==> config.mk <==
export PLATFORM = sky130hd
export DESIGN_NAME = lsu
export DESIGN_NICKNAME = d
export VERILOG_FILES = /design/src/rtl/lsu_pkg.sv /design/src/rtl/lsu_align.sv /design/src/rtl/lsu.sv
export SDC_FILE = /design/constraint.sdc
export NUM_CORES = 1
export LEC_CHECK = 0
export ABC_AREA = 0
export CAP_MARGIN = 20
export CORE_MARGIN = 4
export CORE_UTILIZATION = 43
export CTS_CLUSTER_DIAMETER = 80
export CTS_CLUSTER_SIZE = 14
export DETAILED_ROUTE_END_ITERATION = 8
export PLACE_DENSITY = 0.84
export SYNTH_ARGS = -nofsm -noshare
export SYNTH_HDL_FRONTEND = slang
export SYNTH_SLANG_ARGS = --single-unit
==> constraint.sdc <==
create_clock -name i_clk -period 2 [get_ports i_clk]
set_input_delay 0.3 -clock i_clk [delete_from_list [all_inputs] [get_ports i_clk]]
set_output_delay 0.3 -clock i_clk [all_outputs]
set_load 0.02 [all_outputs]
==> src/rtl/lsu_pkg.sv <==
`default_nettype none
// ============================================================================
// Module      : lsu_pkg
// Description : Shared definitions for the load/store unit. Holds the FSM
//               state encoding, the funct3 access-size constants, and helper
//               functions that classify an access and pick its byte lane.
// Revision    : 1.0 - initial release
// ============================================================================
package lsu_pkg;

    typedef enum logic [1:0] {
        IDLE = 2'd0,
        REQ  = 2'd1,
        WAIT = 2'd2,
        DONE = 2'd3
    } lsu_state_t;

    localparam logic [2:0] c_F3_LB  = 3'b000;
    localparam logic [2:0] c_F3_LH  = 3'b001;
    localparam logic [2:0] c_F3_LW  = 3'b010;
    localparam logic [2:0] c_F3_LBU = 3'b100;
    localparam logic [2:0] c_F3_LHU = 3'b101;

    function automatic logic is_byte(input logic [2:0] funct3);
        return (funct3 == c_F3_LB) || (funct3 == c_F3_LBU);
    endfunction

    function automatic logic is_half(input logic [2:0] funct3);
        return (funct3 == c_F3_LH) || (funct3 == c_F3_LHU);
    endfunction

    // Byte lane used by the access. Half/word ignore the low address bits
    // that would make them misaligned, so a misaligned access that does reach
    // memory still uses a naturally aligned lane. Reserved codes act as word.
    function automatic logic [1:0] lane_offset(input logic [2:0] funct3,
                                               input logic [1:0] addr_lo);
        logic [1:0] off;
        case (funct3)
            c_F3_LB, c_F3_LBU: off = addr_lo;
            c_F3_LH, c_F3_LHU: off = {addr_lo[1], 1'b0};
            c_F3_LW:           off = 2'b00;
            default:           off = 2'b00;
        endcase
        return off;
    endfunction

    function automatic logic is_misaligned(input logic [2:0] funct3,
                                           input logic [1:0] addr_lo);
        logic mis;
        if (is_byte(funct3))      mis = 1'b0;
        else if (is_half(funct3)) mis = addr_lo[0];
        else                      mis = (addr_lo != 2'b00);
        return mis;
    endfunction

endpackage
`default_nettype wire

==> src/rtl/lsu_align.sv <==
`default_nettype none
// ============================================================================
// Module      : lsu_align
// Description : Purely combinational lane logic for the load/store unit.
//               Store side builds the byte-lane mask and lane-replicated write
//               data; load side shifts the read word down to the addressed
//               lane and sign/zero-extends it.
// Ports       : i_st_addr_lo/i_st_funct3/i_st_wdata -> o_st_mask/o_st_wdata
//               i_ld_addr_lo/i_ld_funct3/i_ld_rdata -> o_ld_data
// Revision    : 1.0 - initial release
// ============================================================================
module lsu_align
    import lsu_pkg::*;
(
    input  logic [1:0]  i_st_addr_lo,
    input  logic [2:0]  i_st_funct3,
    input  logic [31:0] i_st_wdata,
    output logic [3:0]  o_st_mask,
    output logic [31:0] o_st_wdata,
    input  logic [1:0]  i_ld_addr_lo,
    input  logic [2:0]  i_ld_funct3,
    input  logic [31:0] i_ld_rdata,
    output logic [31:0] o_ld_data
);

    logic [1:0]  w_st_off;
    logic [1:0]  w_ld_off;
    logic [31:0] w_ld_shift;
    logic        w_ld_signed;

    assign w_st_off    = lane_offset(i_st_funct3, i_st_addr_lo);
    assign w_ld_off    = lane_offset(i_ld_funct3, i_ld_addr_lo);
    assign w_ld_shift  = i_ld_rdata >> {w_ld_off, 3'b000};
    // funct3[2] marks the unsigned byte/half variants
    assign w_ld_signed = ~i_ld_funct3[2];

    always_comb begin
        o_st_mask  = 4'b1111;
        o_st_wdata = i_st_wdata;
        if (is_byte(i_st_funct3)) begin
            o_st_mask  = 4'b0001 << w_st_off;
            o_st_wdata = {4{i_st_wdata[7:0]}};
        end else if (is_half(i_st_funct3)) begin
            o_st_mask  = 4'b0011 << w_st_off;
            o_st_wdata = {2{i_st_wdata[15:0]}};
        end
    end

    always_comb begin
        o_ld_data = w_ld_shift;
        if (is_byte(i_ld_funct3)) begin
            o_ld_data = {{24{w_ld_signed & w_ld_shift[7]}}, w_ld_shift[7:0]};
        end else if (is_half(i_ld_funct3)) begin
            o_ld_data = {{16{w_ld_signed & w_ld_shift[15]}}, w_ld_shift[15:0]};
        end
    end

endmodule
`default_nettype wire

==> src/rtl/lsu.sv <==
`default_nettype none
// ============================================================================
// Module      : lsu
// Description : Multi-cycle load/store unit. Accepts one access at a time
//               from the pipeline, runs a req/ready + rvalid handshake with
//               data memory and returns extended load data with a one-cycle
//               o_done pulse.
// Config      : LSU_MISALIGN_TRAP_EN - when defined, misaligned half/word
//               accesses skip memory and complete with o_misaligned=1.
// Ports       : i_clk, i_rst (sync, active high)
//               pipeline : i_valid/o_ready, i_load, i_store, i_funct3,
//                          i_addr, i_wdata, o_done, o_rdata, o_misaligned
//               memory   : o_dmem_req/addr/ren/wen/mask/wdata,
//                          i_dmem_ready, i_dmem_rvalid, i_dmem_rdata
// Revision    : 1.0 - initial release
// ============================================================================
module lsu
    import lsu_pkg::*;
#(
    parameter int ADDR_W = 32
) (
    input  logic              i_clk,
    input  logic              i_rst,
    input  logic              i_valid,
    output logic              o_ready,
    input  logic              i_load,
    input  logic              i_store,
    input  logic [2:0]        i_funct3,
    input  logic [ADDR_W-1:0] i_addr,
    input  logic [31:0]       i_wdata,
    output logic              o_done,
    output logic [31:0]       o_rdata,
    output logic              o_misaligned,
    output logic              o_dmem_req,
    output logic [ADDR_W-1:0] o_dmem_addr,
    output logic              o_dmem_ren,
    output logic              o_dmem_wen,
    output logic [3:0]        o_dmem_mask,
    output logic [31:0]       o_dmem_wdata,
    input  logic              i_dmem_ready,
    input  logic              i_dmem_rvalid,
    input  logic [31:0]       i_dmem_rdata
);

    lsu_state_t        r_state;
    lsu_state_t        w_state_next;
    logic              r_is_load;
    logic              r_is_store;
    logic [2:0]        r_funct3;
    logic [1:0]        r_addr_lo;
    logic [ADDR_W-1:0] r_dmem_addr;
    logic [3:0]        r_dmem_mask;
    logic [31:0]       r_dmem_wdata;
    logic [31:0]       r_rdata;

    logic              w_accept;
    logic              w_access;
    logic              w_trap;
    logic [3:0]        w_st_mask;
    logic [31:0]       w_st_wdata;
    logic [31:0]       w_ld_data;

    assign w_accept = i_valid && (r_state == IDLE) && !i_rst;
    assign w_access = i_load | i_store;

`ifdef LSU_MISALIGN_TRAP_EN
    logic r_misaligned;
    assign w_trap       = w_access && is_misaligned(i_funct3, i_addr[1:0]);
    assign o_misaligned = (r_state == DONE) && r_misaligned;
`else
    assign w_trap       = 1'b0;
    assign o_misaligned = 1'b0;
`endif

    // Store lanes come from the incoming request so they can be registered
    // at accept; load extraction uses the latched address/size.
    lsu_align u_align (
        .i_st_addr_lo (i_addr[1:0]),
        .i_st_funct3  (i_funct3),
        .i_st_wdata   (i_wdata),
        .o_st_mask    (w_st_mask),
        .o_st_wdata   (w_st_wdata),
        .i_ld_addr_lo (r_addr_lo),
        .i_ld_funct3  (r_funct3),
        .i_ld_rdata   (i_dmem_rdata),
        .o_ld_data    (w_ld_data)
    );

    always_comb begin
        w_state_next = r_state;
        o_ready      = (r_state == IDLE) && !i_rst;
        o_done       = (r_state == DONE);
        o_dmem_req   = (r_state == REQ);
        o_dmem_ren   = (r_state == REQ) && r_is_load;
        o_dmem_wen   = (r_state == REQ) && r_is_store;
        case (r_state)
            IDLE: begin
                if (w_accept) begin
                    if (!w_access || w_trap) w_state_next = DONE;
                    else                     w_state_next = REQ;
                end
            end
            REQ: begin
                if (i_dmem_ready) w_state_next = r_is_store ? DONE : WAIT;
            end
            WAIT: begin
                if (i_dmem_rvalid) w_state_next = DONE;
            end
            DONE: begin
                w_state_next = IDLE;
            end
            default: begin
                w_state_next = IDLE;
            end
        endcase
    end

    always_ff @(posedge i_clk) begin
        if (i_rst) begin
            r_state      <= IDLE;
            r_is_load    <= 1'b0;
            r_is_store   <= 1'b0;
            r_funct3     <= 3'b000;
            r_addr_lo    <= 2'b00;
            r_dmem_addr  <= '0;
            r_dmem_mask  <= 4'b0000;
            r_dmem_wdata <= 32'h0;
            r_rdata      <= 32'h0;
`ifdef LSU_MISALIGN_TRAP_EN
            r_misaligned <= 1'b0;
`endif
        end else begin
            r_state <= w_state_next;
            if (w_accept) begin
                // store has priority when both type bits are set
                r_is_store   <= i_store;
                r_is_load    <= i_load & ~i_store;
                r_funct3     <= i_funct3;
                r_addr_lo    <= i_addr[1:0];
                r_dmem_addr  <= {i_addr[ADDR_W-1:2], 2'b00};
                r_dmem_mask  <= w_st_mask;
                r_dmem_wdata <= w_st_wdata;
`ifdef LSU_MISALIGN_TRAP_EN
                r_misaligned <= w_trap;
`endif
            end
            if ((r_state == WAIT) && i_dmem_rvalid) begin
                r_rdata <= w_ld_data;
            end
        end
    end

    assign o_rdata      = r_rdata;
    assign o_dmem_addr  = r_dmem_addr;
    assign o_dmem_mask  = r_dmem_mask;
    assign o_dmem_wdata = r_dmem_wdata;

endmodule
`default_nettype wire

Word level (Yosys, flattened, before mapping)
Cells that the tools add are included.
{"block": "op_classes", "mux": 14, "n_shift": 3, "n_eq_ne": 12, "bitwise_logic": 6, "n_reduce_logical": 19}
{"cell": "$mux 32", "n": 4}
{"cell": "$shr 32x5->32", "n": 1}
{"cell": "$eq 3x3->1 const B", "n": 4}
{"cell": "$mux 2", "n": 4}
{"cell": "$mux 4", "n": 2}
{"cell": "$pmux 2 s2", "n": 2}
{"cell": "$pmux 2 s4", "n": 1}
{"cell": "$reduce_or 2->1", "n": 4}
{"cell": "$eq 3x1->1 const B", "n": 2}
{"cell": "$logic_and 1x1->1", "n": 6}
{"cell": "$logic_not 3->1", "n": 2}
{"cell": "$eq 2x2->1 const B", "n": 2}
{"cell": "$logic_or 1x1->1", "n": 4}
{"cell": "$ne 2x2->1 const B", "n": 2}
{"cell": "$shl 1x2->4 const A", "n": 1}
{"cell": "$shl 2x2->4 const A", "n": 1}
{"cell": "$and 1x1->1", "n": 3}
{"cell": "$reduce_and 3->1", "n": 1}
{"cell": "$eq 2x1->1 const B", "n": 1}
{"cell": "$logic_not 2->1", "n": 1}
{"cell": "$ne 2x1->1 const B", "n": 1}
{"cell": "$not 1->1", "n": 2}
{"cell": "$logic_not 1->1", "n": 1}
{"cell": "$mux 1", "n": 1}
{"cell": "$or 1x1->1", "n": 1}
{"block": "totals", "elab_cells": 63, "output_inout_bits": 106, "ff_bits": 107, "inputBits": 106}

Logic depth before layout (Yosys ltp)
Gate-level depths: netlist (run 1).
{"block": "logic_depth", "word_depth": 7, "ltp_mapped": 8, "depth_no_buf": 6}

By module
A second synthesis (run 1) with hierarchy kept.
{"block": "unflattened", "cells_unflattened": 634, "hier_area_um2": 5564.1}
{"module": "lsu", "area_each_um2": 4294.1, "cells_per_inst": 486, "seq_area_each_um2": 2142.1, "instances": 1}
{"module": "lsu_align", "area_each_um2": 1270.0, "cells_per_inst": 148, "seq_area_each_um2": 0.0, "instances": 1}

Worst setup path after synthesis (run 1)
No wires, ideal clock.
{"block": "synth_path", "path_type": "reg2reg", "from": "register r_state[0]", "to": "register r_dmem_addr[21] (netlist: o_dmem_addr[21])", "path_buffers": 3, "setup_time_ns": 0.059, "stages_incl_launch_ff": 9, "required_time_ns": 1.941, "synth_period_minus_slack_ns": 1.724, "arrival_time_ns": 1.665, "slack_ns": 0.276, "path_cell_list": "dfxtp_1 > inv_1 > ha_1 > and3b_1 > clkbuf_1 > clkbuf_1 > buf_1 > nand2_1 > nand2_1"}
{"block": "synth_via", "elab_chain_cells": 3}
{"element": "start: declaration", "line": "lsu.sv:45", "text": "lsu_state_t r_state;"}
{"element": "start signal: assignment", "line": "lsu.sv:133", "text": "r_state <= w_state_next;"}
{"element": "$logic_not 2->1", "line": "lsu.sv:63", "text": "assign w_accept = i_valid && (r_state == IDLE) && !i_rst;"}
{"element": "$logic_and 1x1->1 (2 in series)", "line": "lsu.sv:63"}
{"element": "end signal: assignment", "line": "lsu.sv:140", "text": "r_dmem_addr <= {i_addr[ADDR_W-1:2], 2'b00};"}
{"element": "end: declaration", "line": "lsu.sv:51", "text": "logic [ADDR_W-1:0] r_dmem_addr;"}
Every way passes these cells.
A chain may end at the register's enable or synchronous reset.

Worst setup path after layout (run 1)
{"block": "layout_path", "from": "register r_state[1]", "to": "output o_dmem_wen"}
{"block": "layout_via", "elab_chain_cells": 2}
{"element": "$eq 2x1->1", "line": "lsu.sv:95", "text": "o_dmem_wen = (r_state == REQ) && r_is_store;"}
{"element": "$logic_and 1x1->1", "line": "lsu.sv:95"}
{"element": "end: declaration", "line": "lsu.sv:37", "text": "output logic o_dmem_wen,"}
Every way passes these cells.

==> summary by stage, run 1 <==
Outcome
The flow ran to the end, and the final reports show no timing, DRC or antenna violations.

Die
The number of I/O pins is 212. The row count is 39. The floorplan step defined a die boundary enclosing around 0.014 mm^2. The core outline area is around 0.011 mm^2. The die is roughly 120 um tall. Measured along the x axis, the die boundary spans around 120 um. Once the floorplan was initialized, standard cells occupied 44.1% of the core.

Routing
The total wirelength of the detailed-routed design is roughly 16 mm. The routed length per instance is roughly 17 um. The average vias per placed instance is approximately 5.5. The residual DRC count is 0. The first detailed-routing pass ran for 5 iterations. Summing over every cut layer, the via total after detailed routing is 5170. The detailed router finished its first iteration with 431 violations. The residual antenna-violating net count after detailed routing is 0.

STA
Dividing the final minimum period by the clock period gives 94.9%. The setup total negative slack is 0 ps. Setup repair after global routing left no endpoint under its margin.

The time the worst path needs with I/O delays and setup is 1900 ps. Headroom to the max-slew limit came out at between 40% and 50%. The transition time of the tightest slew-check pin is between 700 and 800 ps.

The hold violation total from the final report is 0. The largest clock skew in the final design is approximately 7.5 ps. The top achievable clock speed is 527 MHz. The count of endpoints failing setup in the final report is 0. The final number of max-transition violations came to 0.

Run
The number of max-capacitance violations reported is 0.

Layout
The finished layout holds ~940 standard cells, fillers aside. From synthesis to final layout, the design area changed by 50.0%. In the final layout, flip-flops and latches occupy around 0.0021 mm^2. The antenna diode instance count is 0. The layout cell share with drive strength beyond 1 is ~8%. The multi-input combinational cells in the finished layout cover a total of ~0.0027 mm^2. Fill cells in the final layout number between 900 and 1000. The summed area of non-filler cells in the final layout is 0.00759 mm^2.

The number of nets in the finished design is just over 900.

Global routing
Entering global routing, the biggest net connects 130 pins. Global routing finished with a remaining overflow of 0. The first global-routing pass estimated about 25 mm of wire.

The via count of the first global-routing pass came to 5043. Global routing consumed, over all layers together, a little under a quarter of the routing resources. The initial antenna violation count was 0.

CTS
The number of buffers added for setup after CTS is 0. The master cell of the clock root buffer is clkbuf_16. No sink is reached through more buffers than the 2 on the longest clock path. The TritonCTS clock tree is yes.

The total of hold buffers inserted after clock tree synthesis is 0. In this run, CTS created clock tree buffers numbering 9. The clock-pin slew on the worst setup and hold paths is 70 ps. The H-tree was split into 3 levels. The post-cts repair resize count is 4. The tree built by TritonCTS fans out to approximately 110 sinks.

The clock latency reported for the late side of the worst-skew pair is 340 ps.

Synthesis
The area fraction of the dominant cell type after synthesis is 42.3%. The synthesized netlist contains 39 unique library cells. The flip-flop and latch count after synthesis is between 100 and 150.

For this run, the number of Yosys warnings is 0. The primary flip-flop cell chosen by synthesis mapping is dfxtp_1. Summed over all instances, the cell type with the most area after synthesis is dfxtp_1. The area of the mapped netlist is ~0.005 mm^2. The number of enable flip-flop cells after synthesis is 0.

The sequential share of the synthesized area is 42.3%. After synthesis, the mean cell area works out to between 8 and 9 um^2. After synthesis, the most frequently instantiated cells are nand2_1, dfxtp_1, nand3b_1. The most instantiated library cell after synthesis is nand2_1. For this run, asynchronously set or reset flops after synthesis account for 0%. By area the synthesized netlist is led by dfxtp_1, nand2_1, nand3b_1. The number of instances in the synthesized netlist is just over 600.

Worst hold path
The path category of the worst min-delay check is reg -> reg.

Power and ir drop
The areal power density over the cells is ~1100 mW/mm^2. The reported leakage power is between 2 and 3 nW. IR analysis of the VDD net gives a maximum drop of 0.597 mV.

Worst setup path
The worst setup path is captured at an output port. In this run the worst path has a maximum fanout of 5. The worst setup path is launched from a flop. The required time of the worst setup path is between 1500 and 2000 ps.

The setup path with the least slack is of type reg -> out. The arrival time of the worst setup path is around 1600 ps.

Placed design
At the end of routability-driven placement, the weighted congestion stood at 0.916. Summed over all nets, the half-perimeter wirelength after detailed placement is 11.7 mm. The number of input and output port buffers inserted is 208. In this run, placement finished with an instance count of 927. The area of placed instances is around 0.0073 mm^2.
==> metrics by stage <==
| stage | utilization (%) | hold slack [ps] | power, mW | setup WS (ps) |
|---|---|---|---|---|
| floorplan | - | 399 | 4.80 | 276 |
| global placement | 63.6 | 436 | 6.20 | 60.7 |
| detailed placement | 63.6 | 443 | 6.32 | 29.5 |
| CTS | 66.1 | 452 | 8.05 | 20.0 |
| global route | 66.2 | 477 | 8.46 | 2.90 |
| finish | 66.2 | 449 | 8.00 | 103 |
==> worst paths after layout <==
path | startpoint | cells after the start | slack (ps) | to
worst max-delay path | r_state[1] | 4 | 100 | o_dmem_wen
worst min-delay path | r_is_load | 2 | 450 | r_is_load
worst max register to register | r_state[1] | 6 | 140 | o_dmem_mask[2]
worst min register to register | r_is_load | 2 | 450 | r_is_load
==> metal layers <==
metal | GRT usage [%] | up-vias | wire (um)
met4 | 6.65 | 0 | 240
met1 | 26.9 | 2427 | 6340
met2 | 39.5 | 226 | 8010
li1 | - | 2498 | -
met5 | 0 | - | 0
met3 | 8.13 | 19 | 1630
==> critical path: stages, from the launching register on <==
cell and delay, ps:
dfxtp_1 410, inv_1 110, ha_1 240, and2_1 190
dlygate4sd2_1 320
==> cells in the final DEF, fill, tap and decap left out, types with 2 or more instances in the layout <==
cell type,n
clkbuf_16,9
mux4_2,7
o22ai_1,2
mux2i_1,26
a31oi_1,11
a311oi_1,13
nand4_1,12
dfxtp_1,107
clkdlybuf4s50_1,203
or4b_2,3
conb_1,3
or3b_1,2
and2_1,3
nor2b_1,3
o21ai_0,19
ha_1,4
a211oi_1,11
dlygate4sd2_1,3
nand2_1,131
nor2_1,50
nand2b_1,2
clkinvlp_4,2
inv_1,6
nand3b_1,59
a21oi_1,30
mux2_2,8
buf_4,21
o211ai_1,3
nor3_1,26
buf_12,3
==> state kept, by name (all words and copies together) (netlist names) <==
name / count
o_dmem_addr: 30
o_rdata: 32
r_funct3: 3
r_addr_lo: 2
o_dmem_mask: 4
r_is_load: 1
r_is_store: 1
o_dmem_wdata: 32
r_state: 2
==> cell families after synthesis <==
group	synth area share (%)
mux	10.0
simple gates	29.3
buf+inv	5.14
flops	42.3
compound gates	11.8
fa+ha+maj	1.24
other cells	0.0741
==> final cells by class <==
cell class,count,area share (%)
Clock buffer,10,3.15
Sequential cell,107,28.2
Inverter,6,0.297
Multi-Input combinational cell,440,35.2
Tap cell,143,2.36
Timing Repair Buffer,231,30.2
Clock inverter,6,0.643
==> power breakdown <==
part           switching (mW)  internal, mW  total [mW]
logic                    1.87          1.56        3.43
clock network           0.819         0.893        1.71
registers               0.284          2.58        2.86
(Power assumes the default switching activity.)
==> run 2, diff against run 1 <==
--- a/config.mk
+++ b/config.mk
@@ -8,11 +8,12 @@
 export ABC_AREA = 0
 export CAP_MARGIN = 20
 export CORE_MARGIN = 4
-export CORE_UTILIZATION = 43
+export CORE_UTILIZATION = 44
+export CTS_BUF_LIST = sky130_fd_sc_hd__clkbuf_8
 export CTS_CLUSTER_DIAMETER = 80
 export CTS_CLUSTER_SIZE = 14
 export DETAILED_ROUTE_END_ITERATION = 8
-export PLACE_DENSITY = 0.84
+export PLACE_DENSITY = 0.85
 export SYNTH_ARGS = -nofsm -noshare
 export SYNTH_HDL_FRONTEND = slang
 export SYNTH_SLANG_ARGS = --single-unit
==> run 2 against run 1 <==
Against the previous run:
- critical endpoint unchanged
- wire length fell by 1.1%
- worst setup slack better by 19 ps
- first-iteration DRC count increased by 5.6%
==> summary by stage, run 2 (same netlist as run 1, synthesis figures left out) <==
Global routing
The largest net degree at the start of global routing is between 100 and 150. The routing layer with the top usage in global route is met2. The initial antenna violation count is 0.

The met1 track demand over resource is a little over a quarter. The met3 track utilization from global routing is approximately 7.6%. In the global route stage, met2 resource usage came out at between 40% and 50%. The first global-routing pass estimated around 26 mm of wire. Summed over all layers, the global routing overflow is 0. The via count of the first global-routing pass is between 5000 and 6000.

The overall routing resource usage is 23.7%.

STA
The setup total negative slack is 0 ps. The final number of max-transition violations is 0. The worst hold slack across all endpoints is about 460 ps.

For the finished layout, the period the worst path requires is between 1500 and 2000 ps. Timing would allow up to 533 MHz. The hold violation total from the final report is 0. Setup repair after global routing left no endpoint under its margin. For the pin with the worst max-slew slack, the measured transition is ~560 ps. The relative max-transition margin is between 60% and 70%. Setup violations remaining at the end of the flow were counted as 0.

On the final layout, the worst clock skew is between 9 and 10 ps. The final period utilization is a little over nine tenths.

Die
The die width is ~120 um. Once the floorplan was initialized, standard cells occupied 45.9% of the core. The initialized floorplan defines 38 standard-cell rows. The number of I/O pins is 212. The die outline height is about 120 um.

The region available for standard cell placement spans around 0.011 mm^2. The die covers 0.0133 mm^2.

Worst setup path
The capture point of the critical path is o_dmem_wen. STA puts the critical path data arrival time at between 1500 and 2000 ps. The launch point of the worst path is r_state[1]. The worst register-to-register path ends at r_state[1]. For the worst setup path, the data required time is approximately 1700 ps. The number of buffers and inverters on the critical path is 2. The cell count of the worst reg-to-reg path is 7. The critical path runs through a total of 4 cells.

The highest fanout seen on the critical path is 5. The element type at the critical path end is an output port. The worst setup path is of the reg -> out kind.

Traced cell by cell, the critical path runs through inv_1 -> ha_1 -> and2_1 -> dlygate4sd2_1. The largest incremental delay on the critical path is 370 ps. The cell family with the largest share of critical-path delay is buffers and inverters. The worst setup path is launched from a flop.

The slowest library cell on the worst path is dlygate4sd2_1. The reg2reg setup slack is 210 ps. The launch instance of the worst register-to-register path is r_state[0].

Routing
After detailed routing, the average wire length per cell comes to between 15 and 20 um. The number of iterations in the first detailed-routing pass is 8. The residual antenna-violating net count after detailed routing is 0. The total wirelength of the detailed-routed design is around 16 mm.

The detailed router finished its first iteration with about 460 violations. The via count is roughly 5300. After detailed routing, the number of remaining DRC violations is 0. Using the TritonRoute via totals, the vias-per-cell ratio works out to roughly 5.6.

CTS
The H-tree level count is 3. The clock latency reported for the late side of the worst-skew pair is 360 ps. After clock tree synthesis, the clock-pin slew on the worst setup and hold paths is 100 ps. The number of clock buffers added by TritonCTS is 9. The master cell of the clock root buffer is clkbuf_8. Counting along the longest clock path gives a buffer depth of 2. After clock tree synthesis, the setup repair step added 0 buffers. The TritonCTS clock tree is yes. CTS saw ~110 sinks.

Layout
The layout cell share with drive strength beyond 1 is 7.88%. The antenna diode instance count is 0. In the layout the commonest cells are clkdlybuf4s50_1, nand2_1, dfxtp_1, nand3b_1, nor2_1. The most common cell after layout, fill and taps aside is clkdlybuf4s50_1. The summed area of non-filler cells in the final layout is between 0.007 and 0.008 mm^2. The net count of the finished layout is 905. The area growth from synthesis to layout is 49.2%.

Placed design
The number of input and output port buffers inserted is ~210. The post-DP HPWL is approximately 12 mm. The area of placed instances is approximately 0.0073 mm^2. The routability-driven placement congestion ratio is 0.892.

Power and ir drop
VDD sags by at most slightly above 0.7 mV. Dividing total power by cell area gives a power density of about 1000 mW/mm^2. In this run the static leakage power is 2.97 nW.

Run
The number of max-capacitance violations reported is 0.

Worst hold path
The path class of the tightest hold or removal check is reg -> reg.

Outcome
The run finished with clean final reports.
run 2: cell count changes in the layout (fill, tap and decap cells not counted), sizes merged:
cell / before / now
dlymetal6s2s: 1 / 0
clkinvlp: 2 / 1
clkinv: 2 / 1
bufinv: 0 / 3
buf: 24 / 23
run 2: worst min-delay path, delay by kind of cell (launching register included):
kind,cells,cell delay [ps]
simple gates,1,50
flops,1,320
compound gates,1,50
run 2: worst min-delay path by stage:
stage	start	end	slack, ps	cells after the start
CTS	i_addr[13]	o_dmem_addr[13]	440	3
detailed placement	r_is_store	r_is_store	440	2
global route	i_addr[4]	o_dmem_addr[4]	440	3
floorplan	i_addr[10]	o_dmem_addr[10]	400	2
finish	r_is_store	r_is_store	460	2
global placement	r_is_load	r_is_load	430	2
run 2: power breakdown:
group	switching [mW]	total, mW	internal, mW
Clock	0.753	1.58	0.830
Sequential	0.279	2.86	2.58
Combinational	1.87	3.46	1.59
Total	2.91	7.91	5.00
run 2: metal layers:
layer  routed length [um]  part of all wire (%)  vias up
li1                     -                     -     2495
met1                 6050                    38     2471
met2                 7950                    50      263
met3                 1520                   9.4       39
met4                  530                   3.3        0
met5                    0                     0        -
run 2: cell type report:
type / instances / area (um^2)
Sequential cell: 107 / 2140
Clock inverter: 7 / 115
Timing Repair Buffer: 230 / 2300
Clock buffer: 9 / 124
Tap cell: 140 / 175
Inverter: 6 / 22.5
Multi-Input combinational cell: 440 / 2670
Fill cell: 882 / 3480
run 2: metrics by stage:
step,setup WS (ps),utilization [%],total power [mW],std cells
CTS,58.3,68.4,7.95,939
floorplan,276,-,4.80,609
global route,8.11,68.4,8.40,939
finish,122,68.4,7.91,939
global placement,68.8,66.3,6.22,923
detailed placement,46.5,66.3,6.37,923
run 2: repair_timing:
item	in CTS	in global routing
hold buffers	0	0
resized for setup	5	3
endpoints found under the setup margin	4	3
